--- src/rtl/mag_sched_pkg.sv ---
// -----------------------------------------------------------------------------
// mag_sched_pkg
// Shared definitions for the time-shared magnitude-compare scheduler.
//   NREQ_DEF  default number of requesters
//   CMP_W     comparator operand width (fixed by the 3 x mag4 comparator)
//   cmp_res_t {gt, eq, lt} result code; CMP_RST is the post-reset result
// -----------------------------------------------------------------------------
package mag_sched_pkg;

  localparam int NREQ_DEF = 4;
  localparam int CMP_W    = 12;

  typedef logic [2:0] cmp_res_t;

  localparam cmp_res_t CMP_GT  = 3'b100;
  localparam cmp_res_t CMP_EQ  = 3'b010;
  localparam cmp_res_t CMP_LT  = 3'b001;
  localparam cmp_res_t CMP_RST = CMP_EQ;

  // Width of the round-robin pointer / requester index.
  function automatic int idx_width(input int n);
    return (n > 1) ? $clog2(n) : 1;
  endfunction

endpackage

--- src/rtl/mag_cmp12.sv ---
// -----------------------------------------------------------------------------
// mag4 / mag_cmp12
// The existing 12-bit unsigned magnitude comparator built from three cascaded
// 4-bit comparator stages. The least significant stage has its cascade inputs
// tied to "equal"; each higher nibble overrides the lower result whenever its
// own nibbles differ, so the MSB nibble has the final say.
//   a, b           in  12  operands
//   agb, aeb, alb  out 1   exactly one is set
// -----------------------------------------------------------------------------
module mag4 (
  input  logic [3:0] a,
  input  logic [3:0] b,
  input  logic       gt_i,
  input  logic       eq_i,
  input  logic       lt_i,
  output logic       gt_o,
  output logic       eq_o,
  output logic       lt_o
);

  always_comb begin
    gt_o = gt_i;
    eq_o = eq_i;
    lt_o = lt_i;
    if (a > b) begin
      gt_o = 1'b1;
      eq_o = 1'b0;
      lt_o = 1'b0;
    end else if (a < b) begin
      gt_o = 1'b0;
      eq_o = 1'b0;
      lt_o = 1'b1;
    end
  end

endmodule

module mag_cmp12 (
  input  logic [11:0] a,
  input  logic [11:0] b,
  output logic        agb,
  output logic        aeb,
  output logic        alb
);

  logic gt0, eq0, lt0;
  logic gt1, eq1, lt1;

  mag4 u_n0 (
    .a(a[3:0]), .b(b[3:0]),
    .gt_i(1'b0), .eq_i(1'b1), .lt_i(1'b0),
    .gt_o(gt0), .eq_o(eq0), .lt_o(lt0)
  );

  mag4 u_n1 (
    .a(a[7:4]), .b(b[7:4]),
    .gt_i(gt0), .eq_i(eq0), .lt_i(lt0),
    .gt_o(gt1), .eq_o(eq1), .lt_o(lt1)
  );

  mag4 u_n2 (
    .a(a[11:8]), .b(b[11:8]),
    .gt_i(gt1), .eq_i(eq1), .lt_i(lt1),
    .gt_o(agb), .eq_o(aeb), .lt_o(alb)
  );

endmodule

--- src/rtl/mag_rr_pick.sv ---
// -----------------------------------------------------------------------------
// mag_rr_pick
// Combinational round-robin picker. Searches elig starting at index rr and
// wrapping modulo NREQ; the first set bit wins.
//   elig     in  NREQ  eligible requesters
//   rr       in  RR_W  highest-priority index for this search
//   win_oh   out NREQ  one-hot winner (zero when nothing eligible)
//   win_idx  out RR_W  binary index of the winner
//   win_any  out 1     a winner exists
// -----------------------------------------------------------------------------
module mag_rr_pick #(
  parameter int NREQ = 4,
  parameter int RR_W = 2
) (
  input  logic [NREQ-1:0] elig,
  input  logic [RR_W-1:0] rr,
  output logic [NREQ-1:0] win_oh,
  output logic [RR_W-1:0] win_idx,
  output logic            win_any
);

  always_comb begin
    int              idx;
    logic [RR_W-1:0] idx_v;
    win_oh  = '0;
    win_idx = '0;
    win_any = 1'b0;
    idx     = 0;
    idx_v   = '0;
    for (int k = 0; k < NREQ; k++) begin
      idx   = (int'(rr) + k) % NREQ;
      idx_v = RR_W'(idx);
      if (!win_any && elig[idx_v]) begin
        win_any       = 1'b1;
        win_oh[idx_v] = 1'b1;
        win_idx       = idx_v;
      end
    end
  end

endmodule

--- src/rtl/mag_sched.sv ---
// -----------------------------------------------------------------------------
// mag_sched
// Time-shares one 12-bit magnitude comparator among NREQ requesters.
//
// Timing: in grant cycle T the winner's gnt bit is asserted combinationally
// and its operands are captured at the end of T (so they only need to be
// stable during T). During T+1 the comparator evaluates the captured
// operands; the result and the owner's ack pulse are registered at the end of
// T+1 and are visible for one cycle. A requester is not eligible while its own
// compare sits in the operand stage, so it can be re-granted at the earliest
// in its ack cycle.
//
// Ports:
//   clk, reset     clock, synchronous active-high reset
//   req   [NREQ]   level requests, held until granted
//   a_in, b_in     packed operands, requester i at [i*12 +: 12]
//   gnt   [NREQ]   one-hot grant pulse (operands captured this cycle)
//   ack   [NREQ]   one-hot result-valid pulse
//   agb/aeb/alb    registered result, held while ack is zero
//   busy           a compare is in the operand stage or being acked
//
// Build option: MAGSCHED_PRIO0_EN gives requester 0 fixed top priority; its
// grants do not move the round-robin pointer, and requesters 1..NREQ-1 rotate.
// -----------------------------------------------------------------------------
module mag_sched
  import mag_sched_pkg::*;
#(
  parameter int NREQ = NREQ_DEF
) (
  input  logic                  clk,
  input  logic                  reset,
  input  logic [NREQ-1:0]       req,
  input  logic [NREQ*CMP_W-1:0] a_in,
  input  logic [NREQ*CMP_W-1:0] b_in,
  output logic [NREQ-1:0]       gnt,
  output logic [NREQ-1:0]       ack,
  output logic                  agb,
  output logic                  aeb,
  output logic                  alb,
  output logic                  busy
);

  localparam int WIDTH = CMP_W;
  localparam int RR_W  = idx_width(NREQ);

  logic [RR_W-1:0]  rr;
  logic             vld_p1;
  logic [RR_W-1:0]  own_p1;
  logic [WIDTH-1:0] op_a_p1;
  logic [WIDTH-1:0] op_b_p1;
  cmp_res_t         res_p2;

  logic [NREQ-1:0]  inflight;
  logic [NREQ-1:0]  elig;
  logic [NREQ-1:0]  win_oh;
  logic [RR_W-1:0]  win_idx;
  logic             win_any;
  logic             rr_adv;
  logic [WIDTH-1:0] sel_a;
  logic [WIDTH-1:0] sel_b;
  logic             c_gt, c_eq, c_lt;

  // ---- stage 0: arbitration ----
  always_comb begin
    inflight = '0;
    if (vld_p1) inflight[own_p1] = 1'b1;
    elig = req & ~inflight;
  end

`ifdef MAGSCHED_PRIO0_EN
  logic [NREQ-1:0] rr_elig;
  logic [NREQ-1:0] rr_oh;
  logic [RR_W-1:0] rr_idx;
  logic            rr_any;

  always_comb begin
    rr_elig    = elig;
    rr_elig[0] = 1'b0;
  end

  mag_rr_pick #(.NREQ(NREQ), .RR_W(RR_W)) u_pick (
    .elig    (rr_elig),
    .rr      (rr),
    .win_oh  (rr_oh),
    .win_idx (rr_idx),
    .win_any (rr_any)
  );

  always_comb begin
    win_oh  = rr_oh;
    win_idx = rr_idx;
    win_any = rr_any;
    rr_adv  = rr_any;
    if (elig[0]) begin
      win_oh    = '0;
      win_oh[0] = 1'b1;
      win_idx   = '0;
      win_any   = 1'b1;
      rr_adv    = 1'b0;
    end
  end
`else
  mag_rr_pick #(.NREQ(NREQ), .RR_W(RR_W)) u_pick (
    .elig    (elig),
    .rr      (rr),
    .win_oh  (win_oh),
    .win_idx (win_idx),
    .win_any (win_any)
  );

  assign rr_adv = win_any;
`endif

  // No grant is issued while reset is held, so nothing is lost on the edge.
  assign gnt = reset ? '0 : win_oh;

  // Operand mux with constant part-select bases.
  always_comb begin
    sel_a = '0;
    sel_b = '0;
    for (int i = 0; i < NREQ; i++) begin
      if (win_idx == RR_W'(i)) begin
        sel_a = a_in[i*WIDTH +: WIDTH];
        sel_b = b_in[i*WIDTH +: WIDTH];
      end
    end
  end

  // ---- stage 1: captured operands feed the comparator ----
  mag_cmp12 u_cmp (
    .a   (op_a_p1),
    .b   (op_b_p1),
    .agb (c_gt),
    .aeb (c_eq),
    .alb (c_lt)
  );

  always_ff @(posedge clk) begin
    if (reset) begin
      rr      <= '0;
      vld_p1  <= 1'b0;
      own_p1  <= '0;
      op_a_p1 <= '0;
      op_b_p1 <= '0;
      ack     <= '0;
      res_p2  <= CMP_RST;
    end else begin
      vld_p1 <= win_any;
      if (win_any) begin
        own_p1  <= win_idx;
        op_a_p1 <= sel_a;
        op_b_p1 <= sel_b;
      end
      if (rr_adv) begin
        rr <= (win_idx == RR_W'(NREQ-1)) ? '0 : win_idx + 1'b1;
      end
      // ---- stage 2: registered result and ack pulse ----
      ack <= '0;
      if (vld_p1) begin
        ack[own_p1] <= 1'b1;
        res_p2      <= {c_gt, c_eq, c_lt};
      end
    end
  end

  assign agb  = res_p2[2];
  assign aeb  = res_p2[1];
  assign alb  = res_p2[0];
  assign busy = vld_p1 | (|ack);

endmodule

--- config.mk ---
export PLATFORM = sky130hd
export DESIGN_NAME = mag_sched
export DESIGN_NICKNAME = d
export VERILOG_FILES = /design/src/rtl/mag_sched_pkg.sv /design/src/rtl/mag_cmp12.sv /design/src/rtl/mag_rr_pick.sv /design/src/rtl/mag_sched.sv
export SDC_FILE = /design/constraint.sdc
export NUM_CORES = 1
export LEC_CHECK = 0
export CORE_ASPECT_RATIO = 1.75
export CORE_MARGIN = 3
export CORE_UTILIZATION = 40
export DETAILED_ROUTE_END_ITERATION = 10
export PLACE_DENSITY = 0.76
export SLEW_MARGIN = 15
export SYNTH_ARGS = -nofsm -noshare
export SYNTH_HDL_FRONTEND = slang
export SYNTH_SLANG_ARGS = --single-unit
--- constraint.sdc ---
create_clock -name clk -period 9 [get_ports clk]
set_input_delay 0.9 -clock clk [delete_from_list [all_inputs] [get_ports clk]]
set_output_delay 0.9 -clock clk [all_outputs]
set_load 0.02 [all_outputs]
==> results.yml, run 1 <==
outcome:
  status: "completed"
synthesis:
  synthArstFlopShare: 0
  syn_inst: 364
  synth.cell_area_sq_mm: 0.00283
  ys_ff_latch: 36
  yosys_warnings: 0
  synthFlopType: "dfxtp_1"
  synth-edff-count: 0
  synth_nets: 490
  syn_avg_cell_area_sq_um: 7.78
  synth-seq-area-share: 0.255
  synth_cell_types: 50
finish:
  nNetsFinal: 585
  layoutNonFillerInstCount: 543
  layout-drive-gt1-share: 0.0414
  seq_area_sq_um: 721
  fill_cells: 622
  area_growth_pct: 45.9
  antenna_cells: 0
  multiInputGateArea_sq_mm: 0.00191
clock_network:
  ctsHoldBuffers: 0
  cts_resized: 0
  clock-sinks: 36
  clock_latency_ps: 280
  clk_pin_slew_ps: 50
  cts_inserted_buffers: 5
  cts-htree-levels: 2
  cts_root_buf: "clkbuf_16"
  tritoncts: "done"
  cts_buffer_depth: 2
  cts_setup_buffers: 0
sta:
  rsz0062_at_grt: "no"
  report.final.slew_viol_count: 0
  layout_setup_ws_ps: 4110
  tightestPinTransition_ps: 908
  finalSetupViolations: 0
  timing.slew.headroom: 0.395
  hold_violations: 0
  fmax_mhz: 205
  timing.hold.ws_ps: 476
  fin_crit_sh: 0.543
  timing.setup.tns_ps: 0
  skew_ps: 2.74
  layout_min_cycle_time_ps: 4890
power_and_ir_drop:
  power_density_mw_per_mm2: 333
  p_leak_uw: 0.00162
  peakVddDrop_uv: 205
die:
  die_w_um: 69.6
  num_rows: 40
  io_pins: 114
  die_y_um: 117
  initial_core_util: 0.413
  core_sq_mm: 0.00686
  die-area_sq_mm: 0.00816
setup_path:
  worstReg2RegStart: "rr[0]"
  rr_worst_depth: 15
  path_max_fanout: 26
  setup.worst_path.start_class: "flop"
  cp.required_ps: 9130
  r2r_end: "op_a_p1[2]"
  cp.arrival_ps: 5020
  ff2ff_setup_slack_ps: 4110
  end_kind: "flop"
  critPathKind: "flop to flop"
min_path:
  hold_depth: 2
  min_to: "res_p2[1]"
  hold_class: "flop to flop"
  hold_path_startpoint: "res_p2[1]"
global_routing:
  grt_pass1_vias: 3077
  grt_usage: 0.204
  grt_pass1_wl_um: 13600
  overflow: 0
  antenna_found_initial: 0
  grt_max_degree: 52
placed_design:
  portBuffers: 113
  dp_hpwl_um: 6560
  dp_cells: 536
  dp_slack_ps: 4220
  gp_congestion: 0.901
drt:
  drtIter0Drc: 262
  vias: 3068
  wl_per_cell_um: 15.2
  drt-pass1-iter-count: 5
  wirelength_um: 8260
  avgViaCountPerCell: 5.65
  ant_nets: 0
  remaining_drc_errors: 0
job:
  cap_violations: 0
-- placed cells by master (no fill, tap or decap), types with 20 or more instances in the layout --
cell,Yosys,final
clkdlybuf4s50_1,0,113
nor2_1,39,39
dfxtp_1,36,36
a21oi_1,32,32
nor2b_1,28,28
nor3_1,26,26
a211oi_1,25,25
a221oi_1,23,23
ha_1,24,23
inv_1,20,20
-- through the flow --
step / utilization / area [sq um] / power (uW)
6_report: 0.602 / 4130 / 1370
3_5_place_dp: 0.580 / 3980 / 1200
4_1_cts: 0.602 / 4130 / 1380
5_1_grt: 0.602 / 4130 / 1510
3_3_place_gp: 0.580 / 3980 / 1170
2_1_floorplan: - / 2830 / 966
-- sequential cells by signal (all words and copies together) (netlist names) --
name and count:
op_a_p1 12, op_b_p1 12, ack 4, res_p2 3, vld_p1 1, rr 2
own_p1 2
-- logic make-up (layout without fill, tap and decap cells) --
group                      Yosys count  in the layout  synth area share
muxes                                2              2           0.00752
AOI/OAI and AO/OA                  124            124             0.324
and+or+nand+nor                    127            127             0.233
adders and majority gates           24             24             0.106
xor gates and xnor gates             1              1           0.00310
DFF                                 36             36             0.255
buffers and inverters               50            145            0.0712
-- area by class of cell --
cell class,count,area share
clock buffer,7,0.0370
inverter,21,0.0191
multi-input combinational,278,0.463
sequential,36,0.175
tap,84,0.0255
timing repair buffer,117,0.281
-- where the power goes --
group | total [uW] | switching [uW] | internal, uW
Combinational | 935 | 511 | 424
Sequential | 263 | 48.1 | 215
Clock | 176 | 60.1 | 116
Total | 1370 | 619 | 754
-- synth_stat cells, drive strengths merged (6+ instances only) --
| cell type | number | area share |
|---|---|---|
| buf | 6 | 0.013 |
| nor3 | 26 | 0.046 |
| a221oi | 23 | 0.071 |
| ha | 24 | 0.11 |
| dfxtp | 36 | 0.25 |
| nor2b | 28 | 0.062 |
| a211oi | 25 | 0.066 |
| inv | 21 | 0.028 |
| nand2 | 11 | 0.015 |
| nor2 | 39 | 0.052 |
| clkbuf | 23 | 0.031 |
| a21oi | 33 | 0.060 |
-- worst max path at each step --
stage / cells past startpoint / slack, ps / end / startpoint
3_3_place_gp: 15 / 4300 / op_a_p1[2] / rr[0]
4_1_cts: 15 / 4190 / op_a_p1[2] / rr[0]
2_1_floorplan: 18 / 5400 / op_a_p1[11] / rr[0]
3_5_place_dp: 15 / 4220 / op_a_p1[2] / rr[0]
6_report: 15 / 4110 / op_a_p1[2] / rr[0]
5_1_grt: 15 / 3750 / op_a_p1[2] / rr[0]
-- worst max-delay path, stage by stage, from the launching register on --
cell       delay [ps]
dfxtp_1           650
inv_1             280
ha_1              540
xor2_1            270
o2111ai_1         160
a22oi_1           430
nor2_1            100
a22o_1            290
inv_2             120
ha_1              760
nor2b_1           120
buf_4             250
a221oi_1          320
nor3_1             80
a21oi_1           240
a211oi_1          110
-- routing by layer --
layer / GRT usage / wire length [um]
met3: 0.0308 / 325
met2: 0.392 / 4600
met5: 0 / 0
met4: 0.112 / 308
met1: 0.209 / 3030
(Power assumes the default switching activity.)
==> run 2: changes to the inputs <==
clock period = 4.5 ns   (was 9 ns; I/O delays follow)
==> run 2 against run 1 <==
- cell count increased by 0.37%
- sequential power increased by 100%
- count of clock-buffer cells in the layout decreased by 2
- flip-flop and latch count unchanged
- clock skew grew 3.6 ps
- non-clock buffer count is 2 higher
- wire length shrank 1.8%
- critical path type unchanged
==> results.yml, run 2 (synthesis gave the netlist of run 1 again) <==
outcome:
  status: "completed"
finish:
  final_cell_mix: "113 x clkdlybuf4s50_1, 39 x nor2_1, 36 x dfxtp_1"
  area_growth_pct: 45.9
  multiInputGateArea_sq_mm: 0.00191
  nNetsFinal: 587
  fill_cells: 650
  antenna_cells: 0
  layout-drive-gt1-share: 0.0456
  final_common_cell: "clkdlybuf4s50_1"
  top_regs: "op_a_p1 x12, op_b_p1 x12, ack x4"
  seq_area_sq_um: 721
clock_network:
  ctsHoldBuffers: 0
  cts-htree-levels: 2
  clock_latency_ps: 280
  cts_setup_buffers: 0
  clock-sinks: 36
  tritoncts: "done"
  cts_inserted_buffers: 5
  clk_pin_slew_ps: 50
  cts_resized: 0
  cts_root_buf: "clkbuf_16"
  cts_buffer_depth: 2
job:
  cap_violations: 0
placed_design:
  dp_hpwl_um: 6550
  portBuffers: 113
  gp_congestion: 0.899
  dp_slack_ps: 510
drt:
  wirelength_um: 8120
  avgViaCountPerCell: 5.57
  vias: 3035
  drt-pass1-iter-count: 5
  drtIter0Drc: 167
  wl_per_cell_um: 14.9
  ant_nets: 0
  remaining_drc_errors: 0
global_routing:
  grt_pass1_wl_um: 13000
  grt_usage: 0.195
  grt_max_degree: 49
  overflow: 0
  grt_pass1_vias: 2958
  antenna_found_initial: 0
setup_path:
  end_kind: "flop"
  setup.worst_path.start_class: "flop"
  cp.arrival_ps: 4260
  critPathKind: "flop to flop"
  path_max_fanout: 48
  cp.required_ps: 4660
die:
  die-area_sq_mm: 0.00816
  die_y_um: 117
  die_w_um: 69.6
  initial_core_util: 0.413
  num_rows: 40
  core_sq_mm: 0.00686
  io_pins: 114
sta:
  rsz0062_at_grt: "no"
  tightestPinTransition_ps: 829
  timing.setup.tns_ps: 0
  layout_setup_ws_ps: 400
  timing.slew.headroom: 0.446
  hold_violations: 0
  fmax_mhz: 244
  finalSetupViolations: 0
  report.final.slew_viol_count: 0
  layout_min_cycle_time_ps: 4100
  fin_crit_sh: 0.911
  skew_ps: 6.39
  timing.hold.ws_ps: 493
power_and_ir_drop:
  power_density_mw_per_mm2: 659
  power_frac_comb: 0.688
  internal_power_uw: 1490
  p_leak_uw: 0.00162
  p_clk_frac: 0.119
  switching_share: 0.452
  p_sw_uw: 1230
  peakVddDrop_uv: 390
  power_frac_seq: 0.193
min_path:
  hold_class: "flop to flop"
run 2: changes by cell type in the layout (fill, tap and decap cells not counted), sizes merged:
| cell | delta |
|---|---|
| clkinvlp | +1 |
| buf | +2 |
| clkbuf | -2 |
| clkinv | +1 |
run 2: worst max-delay path, stage by stage (launching register included):
cell and delay, ps:
dfxtp_1 620, inv_1 270, ha_1 490, xor2_1 250
o2111ai_1 160, a22oi_1 400, nor2_1 90, a22o_1 280
inv_2 120, ha_2 720, buf_4 250, a21oi_1 70
a211oi_1 270
run 2: routing by layer:
layer / global-route usage / wire length, um
met5: 0 / 0
met4: 0.0991 / 301
met3: 0.0299 / 317
met2: 0.383 / 4430
met1: 0.198 / 3070
run 2: per-stage QoR:
step / total power [uW] / std cells / utilization / area [sq um]
2_1_floorplan: 1930 / 364 / - / 2830
3_3_place_gp: 2350 / 538 / 0.582 / 3990
3_5_place_dp: 2400 / 538 / 0.582 / 3990
4_1_cts: 2740 / 545 / 0.602 / 4130
5_1_grt: 3000 / 545 / 0.602 / 4130
6_report: 2720 / 545 / 0.602 / 4130
run 2: worst paths after layout:
| path | from | endpoint | slack, ps | depth (start not counted) |
|---|---|---|---|---|
| worst min register to register | res_p2[1] | res_p2[1] | 490 | 2 |
| worst min-delay path | res_p2[1] | res_p2[1] | 490 | 2 |
| worst max register to register | rr[0] | op_a_p1[10] | 400 | 12 |
| worst max-delay path | rr[0] | op_a_p1[10] | 400 | 12 |
run 2: layout make-up:
type | count | area share
Clock buffer | 5 | 0.0303
Tap cell | 84 | 0.0255
Sequential cell | 36 | 0.175
Timing Repair Buffer | 119 | 0.285
Inverter | 21 | 0.0191
Multi-Input combinational cell | 278 | 0.463
Clock inverter | 2 | 0.00303
run 2: power groups by stage:
| stage | combinational [uW] | sequential (uW) | clock, uW |
|---|---|---|---|
| CTS | 1880 | 525 | 331 |
| global route | 2120 | 541 | 340 |
| detailed placement | 1870 | 531 | 0 |
| global placement | 1830 | 528 | 0 |
| finish | 1870 | 525 | 323 |
| floorplan | 1440 | 497 | 0 |
==> run 3: changes to the inputs <==
CORE_MARGIN = 10   (was 3)
clock period = 4 ns   (was 4.5 ns; I/O delays follow)
==> run 3 against run 2 <==
- global-route usage shrank 3.3 points
- register-to-register slack gained 70 ps
- hold slack lost 5.9 ps
- via count grew 3.3%
- die area grew 34%
- maximum frequency grew 16%
- largest power group unchanged
- clock skew shrank 2.8 ps
- sequential power grew 9.7%
- largest cell class unchanged
- first-iteration DRC count shrank 35%
==> results.yml, run 3 (synthesis gave the netlist of run 1 again) <==
sta:
  fmax_mhz: 283
  hold_violations: 0
  finalSetupViolations: 0
  report.final.slew_viol_count: 0
  rsz0062_at_grt: "no"
  layout_min_cycle_time_ps: 3530
  tightestPinTransition_ps: 771
  fin_crit_sh: 0.883
  timing.slew.headroom: 0.485
  skew_ps: 3.57
  timing.setup.tns_ps: 0
setup_path:
  cp.arrival_ps: 3660
  worstReg2RegStart: "rr[1]"
  end_kind: "flop"
  r2r_end: "op_a_p1[11]"
  setup.worst_path.start_class: "flop"
  rr_worst_depth: 14
  path_max_fanout: 23
  critPathKind: "flop to flop"
  ff2ff_setup_slack_ps: 470
  cp.required_ps: 4120
die:
  num_rows: 40
  io_pins: 114
  core_sq_mm: 0.00686
  die_w_um: 83.6
  initial_core_util: 0.413
  die_y_um: 131
  die-area_sq_mm: 0.0110
clock_network:
  clock_latency_ps: 280
  cts_setup_buffers: 0
  cts_resized: 0
  clock-sinks: 36
  cts_inserted_buffers: 5
  clk_pin_slew_ps: 60
  tritoncts: "done"
  ctsHoldBuffers: 0
  cts_root_buf: "clkbuf_16"
  cts-htree-levels: 2
  cts_buffer_depth: 2
outcome:
  status: "completed"
global_routing:
  grt_pass1_vias: 3280
  grt_max_degree: 50
  grt_usage: 0.163
  grt_pass1_wl_um: 15400
  antenna_found_initial: 0
  overflow: 0
drt:
  ant_nets: 0
  drtIter0Drc: 109
  avgViaCountPerCell: 5.70
  wirelength_um: 9330
  remaining_drc_errors: 0
  drt-pass1-iter-count: 4
  vias: 3136
  wl_per_cell_um: 17.0
min_path:
  min_to: "res_p2[1]"
  hold_class: "flop to flop"
  hold_depth: 2
  hold_path_startpoint: "res_p2[1]"
power_and_ir_drop:
  peakVddDrop_uv: 370
  internal_power_uw: 1730
  power_frac_comb: 0.693
  power_frac_seq: 0.183
  p_clk_frac: 0.125
  p_leak_uw: 0.00165
  switching_share: 0.452
  p_sw_uw: 1430
  power_density_mw_per_mm2: 753
placed_design:
  gp_congestion: 0.850
  placed_area_sq_mm: 0.00403
  portBuffers: 113
  dp_hpwl_um: 7550
finish:
  fill_cells: 623
  nNetsFinal: 591
  area_growth_pct: 47.8
  final_cell_area_sq_mm: 0.00418
  antenna_cells: 0
  layout-drive-gt1-share: 0.0536
  top_regs: "op_a_p1 x12, op_b_p1 x12, ack x4"
  final_cell_mix: "113 x clkdlybuf4s50_1, 39 x nor2_1, 36 x dfxtp_1"
  final_common_cell: "clkdlybuf4s50_1"
job:
  cap_violations: 0
[run 3: cell types whose count changed in the layout (fill, tap and decap cells not counted)]
cell      delta
clkinv_2     -1
buf_4        +3
buf_12       +1
clkbuf_8     +1
clkbuf_1     +1
[run 3: cell type report]
type / count / area, sq um / area share
flip-flops and latches: 36 / 721 / 0.172
clock inverters: 1 / 7.51 / 0.00179
clock buffers: 7 / 143 / 0.0341
inverters: 21 / 78.8 / 0.0188
well taps: 84 / 105 / 0.0251
multi-input cells: 278 / 1910 / 0.457
repair buffers: 123 / 1220 / 0.291
[run 3: power by group through the flow]
stage	logic, uW	registers, uW	clock network [uW]
floorplan	1620	559	0
global placement	2130	578	0
detailed placement	2180	582	0
CTS	2190	576	399
global route	2460	591	417
finish	2180	576	393
[run 3: worst max-delay path by stage]
| stage | start | endpoint | slack [ps] | cells past startpoint |
|---|---|---|---|---|
| CTS | rr[1] | op_a_p1[11] | 480 | 14 |
| detailed placement | rr[1] | op_a_p1[11] | 530 | 14 |
| floorplan | rr[0] | op_a_p1[11] | 400 | 18 |
| global route | rr[1] | op_a_p1[11] | 170 | 15 |
| global placement | rr[1] | op_a_p1[11] | 590 | 14 |
| finish | rr[1] | op_a_p1[11] | 470 | 14 |
[run 3: metal layers]
metal | part of all wire | track usage | vias to the layer above
met5 | 0 | 0 | -
met4 | 0.035 | 0.0776 | 0
met3 | 0.068 | 0.0464 | 28
met2 | 0.54 | 0.304 | 134
met1 | 0.36 | 0.156 | 1404
li1 | - | - | 1570
[run 3: critical path: stages, from the launching register on]
cell      delay [ps]
dfxtp_1          330
inv_1            120
ha_1             490
xor2_1           260
o211ai_1         160
a22oi_1          410
nor2_1            90
a22o_1           290
ha_1             240
nor2b_1          130
buf_4            210
a221oi_1         260
nor3_1            70
a21oi_1          190
a211oi_1         110
[run 3: metrics by stage]
stage	power, uW	util	instances	worst slack [ps]	hold WS (ps)
global placement	2710	0.588	542	585	479
detailed placement	2760	0.588	542	533	479
finish	3150	0.610	550	466	487
CTS	3170	0.610	550	482	493
global route	3470	0.610	550	168	525
floorplan	2170	-	364	401	478
